==> config.mk <==
export PLATFORM = sky130hd
export DESIGN_NAME = multi_port_g_aetcam_array
export DESIGN_NICKNAME = d
export VERILOG_FILES = /design/src/rtl/multi_port_g_aetcam_array.sv
export SDC_FILE = /design/constraint.sdc
export NUM_CORES = 2
export LEC_CHECK = 0
export BUFFER_PORTS_ARGS = -buffer_cell sky130_fd_sc_hd__buf_2
export CAP_MARGIN = 5
export CORE_MARGIN = 1.5
export CORE_UTILIZATION = 39
export DETAILED_ROUTE_END_ITERATION = 8
export PLACE_DENSITY = 0.54
export SYNTH_ARGS = -nofsm -noshare
export SYNTH_HDL_FRONTEND = slang
export SYNTH_SLANG_ARGS = --single-unit
export TNS_END_PERCENT = 10
==> constraint.sdc <==
create_clock -name clk -period 3.85 [get_ports clk]
set_input_delay 0.385 -clock clk [delete_from_list [all_inputs] [get_ports clk]]
set_output_delay 0.385 -clock clk [all_outputs]
set_load 0.02 [all_outputs]
==> src/rtl/multi_port_g_aetcam_array.sv <==
// Flip-flop ternary CAM with one write port and NUM_PORTS independent search ports.
// Each search port: match-vector register, then lowest-index priority encode register.
module multi_port_g_aetcam_array #(
  parameter int unsigned DATA_WIDTH = 32,
  parameter int unsigned DEPTH      = 16,
  parameter int unsigned NUM_PORTS  = 4,
  parameter int unsigned ADDR_WIDTH = $clog2(DEPTH),
  parameter int unsigned CNT_WIDTH  = $clog2(DEPTH + 1)
) (
  input  logic                            clk,
  input  logic                            rst,
  input  logic                            wr_en,
  input  logic [ADDR_WIDTH-1:0]           wr_addr,
  input  logic [DATA_WIDTH-1:0]           wr_data,
  input  logic [DATA_WIDTH-1:0]           wr_mask,
  input  logic                            wr_valid,
  input  logic                            clear_all,
  input  logic [NUM_PORTS-1:0]            s_valid,
  input  logic [NUM_PORTS*DATA_WIDTH-1:0] s_key,
  output logic [NUM_PORTS-1:0]            m_valid,
  output logic [NUM_PORTS-1:0]            m_hit,
  output logic [NUM_PORTS-1:0]            m_multi,
  output logic [NUM_PORTS*ADDR_WIDTH-1:0] m_addr,
  output logic [CNT_WIDTH-1:0]            num_valid
);

  logic [DEPTH-1:0]      valid_q;
  logic [DATA_WIDTH-1:0] data_q [DEPTH];
  logic [DATA_WIDTH-1:0] mask_q [DEPTH];

  logic [DEPTH-1:0]     wr_sel_c;
  logic                 wr_hit_c;
  logic                 wr_old_valid_c;
  logic [CNT_WIDTH-1:0] num_valid_nxt_c;

  logic [NUM_PORTS-1:0][DEPTH-1:0] match_c;
  logic [NUM_PORTS-1:0]            s1_vld_q;
  logic [NUM_PORTS-1:0][DEPTH-1:0] s1_vec_q;

  logic [NUM_PORTS-1:0]                 enc_hit_c;
  logic [NUM_PORTS-1:0]                 enc_multi_c;
  logic [NUM_PORTS-1:0][ADDR_WIDTH-1:0] enc_addr_c;

  // One-hot write decode; addresses at or above DEPTH select nothing.
  always_comb begin
    wr_sel_c = '0;
    for (int unsigned e = 0; e < DEPTH; e++) begin
      wr_sel_c[e] = wr_en && (wr_addr == ADDR_WIDTH'(e));
    end
  end

  assign wr_hit_c       = |wr_sel_c;
  assign wr_old_valid_c = |(valid_q & wr_sel_c);

  // Occupancy tracks valid-bit transitions; a clear collapses it to the written entry.
  always_comb begin
    num_valid_nxt_c = num_valid;
    if (clear_all) begin
      num_valid_nxt_c = (wr_hit_c && wr_valid) ? CNT_WIDTH'(1) : '0;
    end else if (wr_hit_c && wr_valid && !wr_old_valid_c) begin
      num_valid_nxt_c = num_valid + CNT_WIDTH'(1);
    end else if (wr_hit_c && !wr_valid && wr_old_valid_c) begin
      num_valid_nxt_c = num_valid - CNT_WIDTH'(1);
    end
  end

  // Entry storage: clear first, then the write to the selected entry overrides it.
  always_ff @(posedge clk) begin
    if (rst) begin
      valid_q   <= '0;
      num_valid <= '0;
      for (int unsigned e = 0; e < DEPTH; e++) begin
        data_q[e] <= '0;
        mask_q[e] <= '0;
      end
    end else begin
      for (int unsigned e = 0; e < DEPTH; e++) begin
        if (wr_sel_c[e]) begin
          valid_q[e] <= wr_valid;
          data_q[e]  <= wr_data;
          mask_q[e]  <= wr_mask;
        end else if (clear_all) begin
          valid_q[e] <= 1'b0;
        end
      end
      num_valid <= num_valid_nxt_c;
    end
  end

  // Ternary compare of every key against every entry (pre-write contents).
  always_comb begin
    match_c = '0;
    for (int unsigned p = 0; p < NUM_PORTS; p++) begin
      for (int unsigned e = 0; e < DEPTH; e++) begin
        match_c[p][e] = valid_q[e] &&
          (&((~(s_key[p*DATA_WIDTH +: DATA_WIDTH] ^ data_q[e])) | mask_q[e]));
      end
    end
  end

  // Stage 1: capture match vectors so later writes cannot disturb in-flight searches.
  always_ff @(posedge clk) begin
    if (rst) begin
      s1_vld_q <= '0;
      s1_vec_q <= '0;
    end else begin
      s1_vld_q <= s_valid;
      for (int unsigned p = 0; p < NUM_PORTS; p++) begin
        s1_vec_q[p] <= s_valid[p] ? match_c[p] : '0;
      end
    end
  end

  // Lowest-index priority encode; multi detects a second set bit.
  always_comb begin
    enc_hit_c   = '0;
    enc_multi_c = '0;
    enc_addr_c  = '0;
    for (int unsigned p = 0; p < NUM_PORTS; p++) begin
      enc_hit_c[p]   = |s1_vec_q[p];
      enc_multi_c[p] = |(s1_vec_q[p] & (s1_vec_q[p] - DEPTH'(1)));
      for (int e = int'(DEPTH) - 1; e >= 0; e--) begin
        if (s1_vec_q[p][e]) begin
          enc_addr_c[p] = ADDR_WIDTH'(e);
        end
      end
    end
  end

  // Stage 2: registered results, forced to zero when the port has no result.
  always_ff @(posedge clk) begin
    if (rst) begin
      m_valid <= '0;
      m_hit   <= '0;
      m_multi <= '0;
      m_addr  <= '0;
    end else begin
      m_valid <= s1_vld_q;
      m_hit   <= s1_vld_q & enc_hit_c;
      m_multi <= s1_vld_q & enc_multi_c;
      for (int unsigned p = 0; p < NUM_PORTS; p++) begin
        m_addr[p*ADDR_WIDTH +: ADDR_WIDTH] <= s1_vld_q[p] ? enc_addr_c[p] : '0;
      end
    end
  end

endmodule

==> results.sh <==
export IMPL_yosys_warnings=0
export IMPL_drive_gt1_frac=0.1210
export IMPL_synth_edf_count=1024
export IMPL_root_buffer="clkbuf_16"
export IMPL_endpoint_kind="flip-flop"
export IMPL_worstPathArrival_ns=4.09
export IMPL_yosysSeqAreaShare=0.4767
export IMPL_critPathRequiredTime_ns=4.58
export IMPL_fmax_ghz=0.2981
export IMPL_dieArea_mm2=0.1805
export IMPL_io_buffers=237
export IMPL_path_clk_slew_ns=0.07
export IMPL_crit_fanout=8
export IMPL_max_stage_delay_ns=0.53
export IMPL_ys_ff_latch=1141
export IMPL_post_route_period_util=0.8714
export IMPL_initial_utilization=0.3933
export IMPL_post_cts_buffers=0
export IMPL_postLayoutCellArea_mm2=0.07748
export IMPL_antenna_left=0
export IMPL_final_util=0.4390
export IMPL_maxCapViolCount=0
export IMPL_syn_to_final_growth_pct=11.60
export IMPL_final_hold_viol_count=0
export IMPL_worstMarginPinSlew_ns=1.083
export IMPL_path_cells="mux4_2 -> a221oi_1 -> a2bb2oi_1 -> and4_1 -> inv_1 -> fa_1 -> a21o_1 -> a21oi_1 -> nor2_1 -> a22oi_1 -> mux2i_1"
export IMPL_worst_path_buf_inv=1
export IMPL_clk_path_buf_depth=3
export IMPL_criticalPathCategory="flip-flop to flip-flop"
export IMPL_status="finished clean"
export IMPL_routabilityCongestion=0.9997
export IMPL_async_flop_share=0
export IMPL_coreArea_mm2=0.1765
export IMPL_grt_first_pass_wirelength_um=377300
export IMPL_avgSynthCellArea_um2=10.31
export IMPL_cts_tree="yes"
export IMPL_crit_slowest_cell="mux4_2"
export IMPL_finalCriticalPeriod_ns=3.355
export IMPL_wl_per_cell_um=30.63
export IMPL_startpoint_type="flip-flop"
export IMPL_globalRouteOverflowTotal=0
export IMPL_slew_headroom=0.2713
export IMPL_die_h_um=424.9
export IMPL_p_total_mw=35.20
export IMPL_grt_pass1_vias=50840
export IMPL_die_w_um=424.9
export IMPL_powerDensity_mw_per_mm2=454.3
export IMPL_grt_max_degree=66
export IMPL_crit_family="compound AO/OA/AOI/OAI gates"
export IMPL_cts_max_level=4
export IMPL_syn_num_nets=6941
export IMPL_grt_total_usage=0.2957
export IMPL_place_hpwl_um=207300
export IMPL_tns_ns=0
export IMPL_min_delay_path_class="input pin to flip-flop"
export IMPL_finalSetupViolCount=0
export IMPL_firstDrtPassIters=5
export IMPL_maxSlewViolCount=0
export IMPL_syn_area_mm2=0.06942
export IMPL_finalWorstSetupSlack_ns=0.4950
export IMPL_via_count=52820
export IMPL_drc=0
export IMPL_routed_wl_um=274400
export IMPL_synth_ff_type="edfxtp_1"
export IMPL_synth_cell_type_count=57
export IMPL_power_static_leakage_nw=24.23
export IMPL_clock_latency_ns=0.80
export IMPL_peakVddDrop_v=0.0005132
export IMPL_final_nets=6719
export IMPL_post_dp_cell_area_mm2=0.07299
export IMPL_cts_buffers=132
export IMPL_core_rowCount=154
export IMPL_io_pin_count=238
export IMPL_clock_sinks=1141
export IMPL_vias_per_cell=5.898
export IMPL_detail_route_iter0_violations=6185
export IMPL_syn_inst=6731
export IMPL_finalClockSkew_ns=0.02776
export IMPL_antenna_found_initial=26
export IMPL_post_place_ws_ns=0.1991
export IMPL_rsz0062_at_grt="false"
-- timing repair --
item,CTS,global route
endpoints found under the hold margin,2,0
hold buffers,2,0
gates resized for setup,0,0
-- power breakdown --
part	internal (mW)	total, mW	switching, mW
Sequential	14.4	15.5	1.14
Clock	7.96	13.3	5.32
Combinational	2.84	6.40	3.56
Total	25.2	35.2	10.0
-- per-stage QoR --
step | std cells | hold slack [ns]
2_1_floorplan | 6731 | 0.4667
6_report | 8957 | 0.1122
3_5_place_dp | 8713 | 0.4757
4_1_cts | 8943 | 0.04583
5_1_grt | 8948 | 0.1289
3_3_place_gp | 8713 | 0.4817
-- tightest hold or removal path, stage by stage --
cell,delay (ns)
buf_2,0.28
nand4_1,0.14
a21oi_1,0.06
-- cells in the mapped netlist, types with 66 or more instances --
master,number,share of area
o221ai_1,129,0.016
xnor2_1,2048,0.26
nor4_1,141,0.013
o21ai_0,79,0.0057
buf_1,399,0.022
o22a_1,195,0.025
o22ai_1,644,0.058
nor3_1,90,0.0065
nand2b_1,84,0.0076
dfxtp_1,117,0.034
edfxtp_1,1024,0.44
nor2_1,821,0.044
clkbuf_1,531,0.029
nand4_1,66,0.0059
inv_1,82,0.0044
-- flip-flops by register name (all words and copies together) (netlist names) --
register,flops
data_q,512
mask_q,512
s1_vec_q,64
m_addr,16
valid_q,16
num_valid,5
m_hit,4
m_multi,4
m_valid,4
s1_vld_q,4
-- routing by layer --
metal	track usage	routed length, um
met3	0.04691	24350
met4	0.1738	18550
met2	0.4409	117300
met1	0.4053	114200
met5	0	13
-- final cells by class --
type	instances	area [um^2]
flip-flops and latches	1141	33090
clock inverters	58	805.8
multi-input cells	4578	32700
repair buffers	574	3986
diodes	14	35.03
well taps	2340	2928
fillers	16560	99020
inverters	82	307.8
clock buffers	170	3625
-- cell usage in the layout (no fill, tap or decap), types with 20 or more instances in the layout --
master,synthesis,final
xnor2_1,2048,2048
edfxtp_1,1024,1024
nor2_1,821,821
o22ai_1,644,644
buf_4,0,315
buf_2,0,236
o22a_1,195,195
nor4_1,141,141
clkbuf_16,0,139
o221ai_1,129,129
dfxtp_1,117,117
nor3_1,90,90
inv_1,82,82
o21ai_0,79,79
nand2b_1,84,74
nand4_1,66,66
o211ai_1,65,65
a21oi_1,45,45
clkbuf_1,531,28
buf_12,0,21
bufinv_16,0,20
-- worst paths after layout --
path | end | start | slack, ns | cells past startpoint
max | num_valid[4] | valid_q[3] | 0.49 | 11
min reg2reg | num_valid[4] | num_valid[4] | 0.48 | 2
min | valid_q[7] | wr_valid | 0.11 | 3
max reg2reg | num_valid[4] | valid_q[3] | 0.49 | 11
-- logic make-up after synthesis --
| family | after synthesis | share of synthesized area |
|---|---|---|
| AOI/OAI and AO/OA | 1208 | 0.1206 |
| and+or+nand+nor | 1297 | 0.08557 |
| adders and majority gates | 14 | 0.002325 |
| muxes | 9 | 0.001496 |
| xor gates and xnor gates | 2050 | 0.2586 |
| DFF | 1141 | 0.4767 |
| buffers and inverters | 1012 | 0.05472 |
No activity file was read; power rests on OpenSTA's default activity.
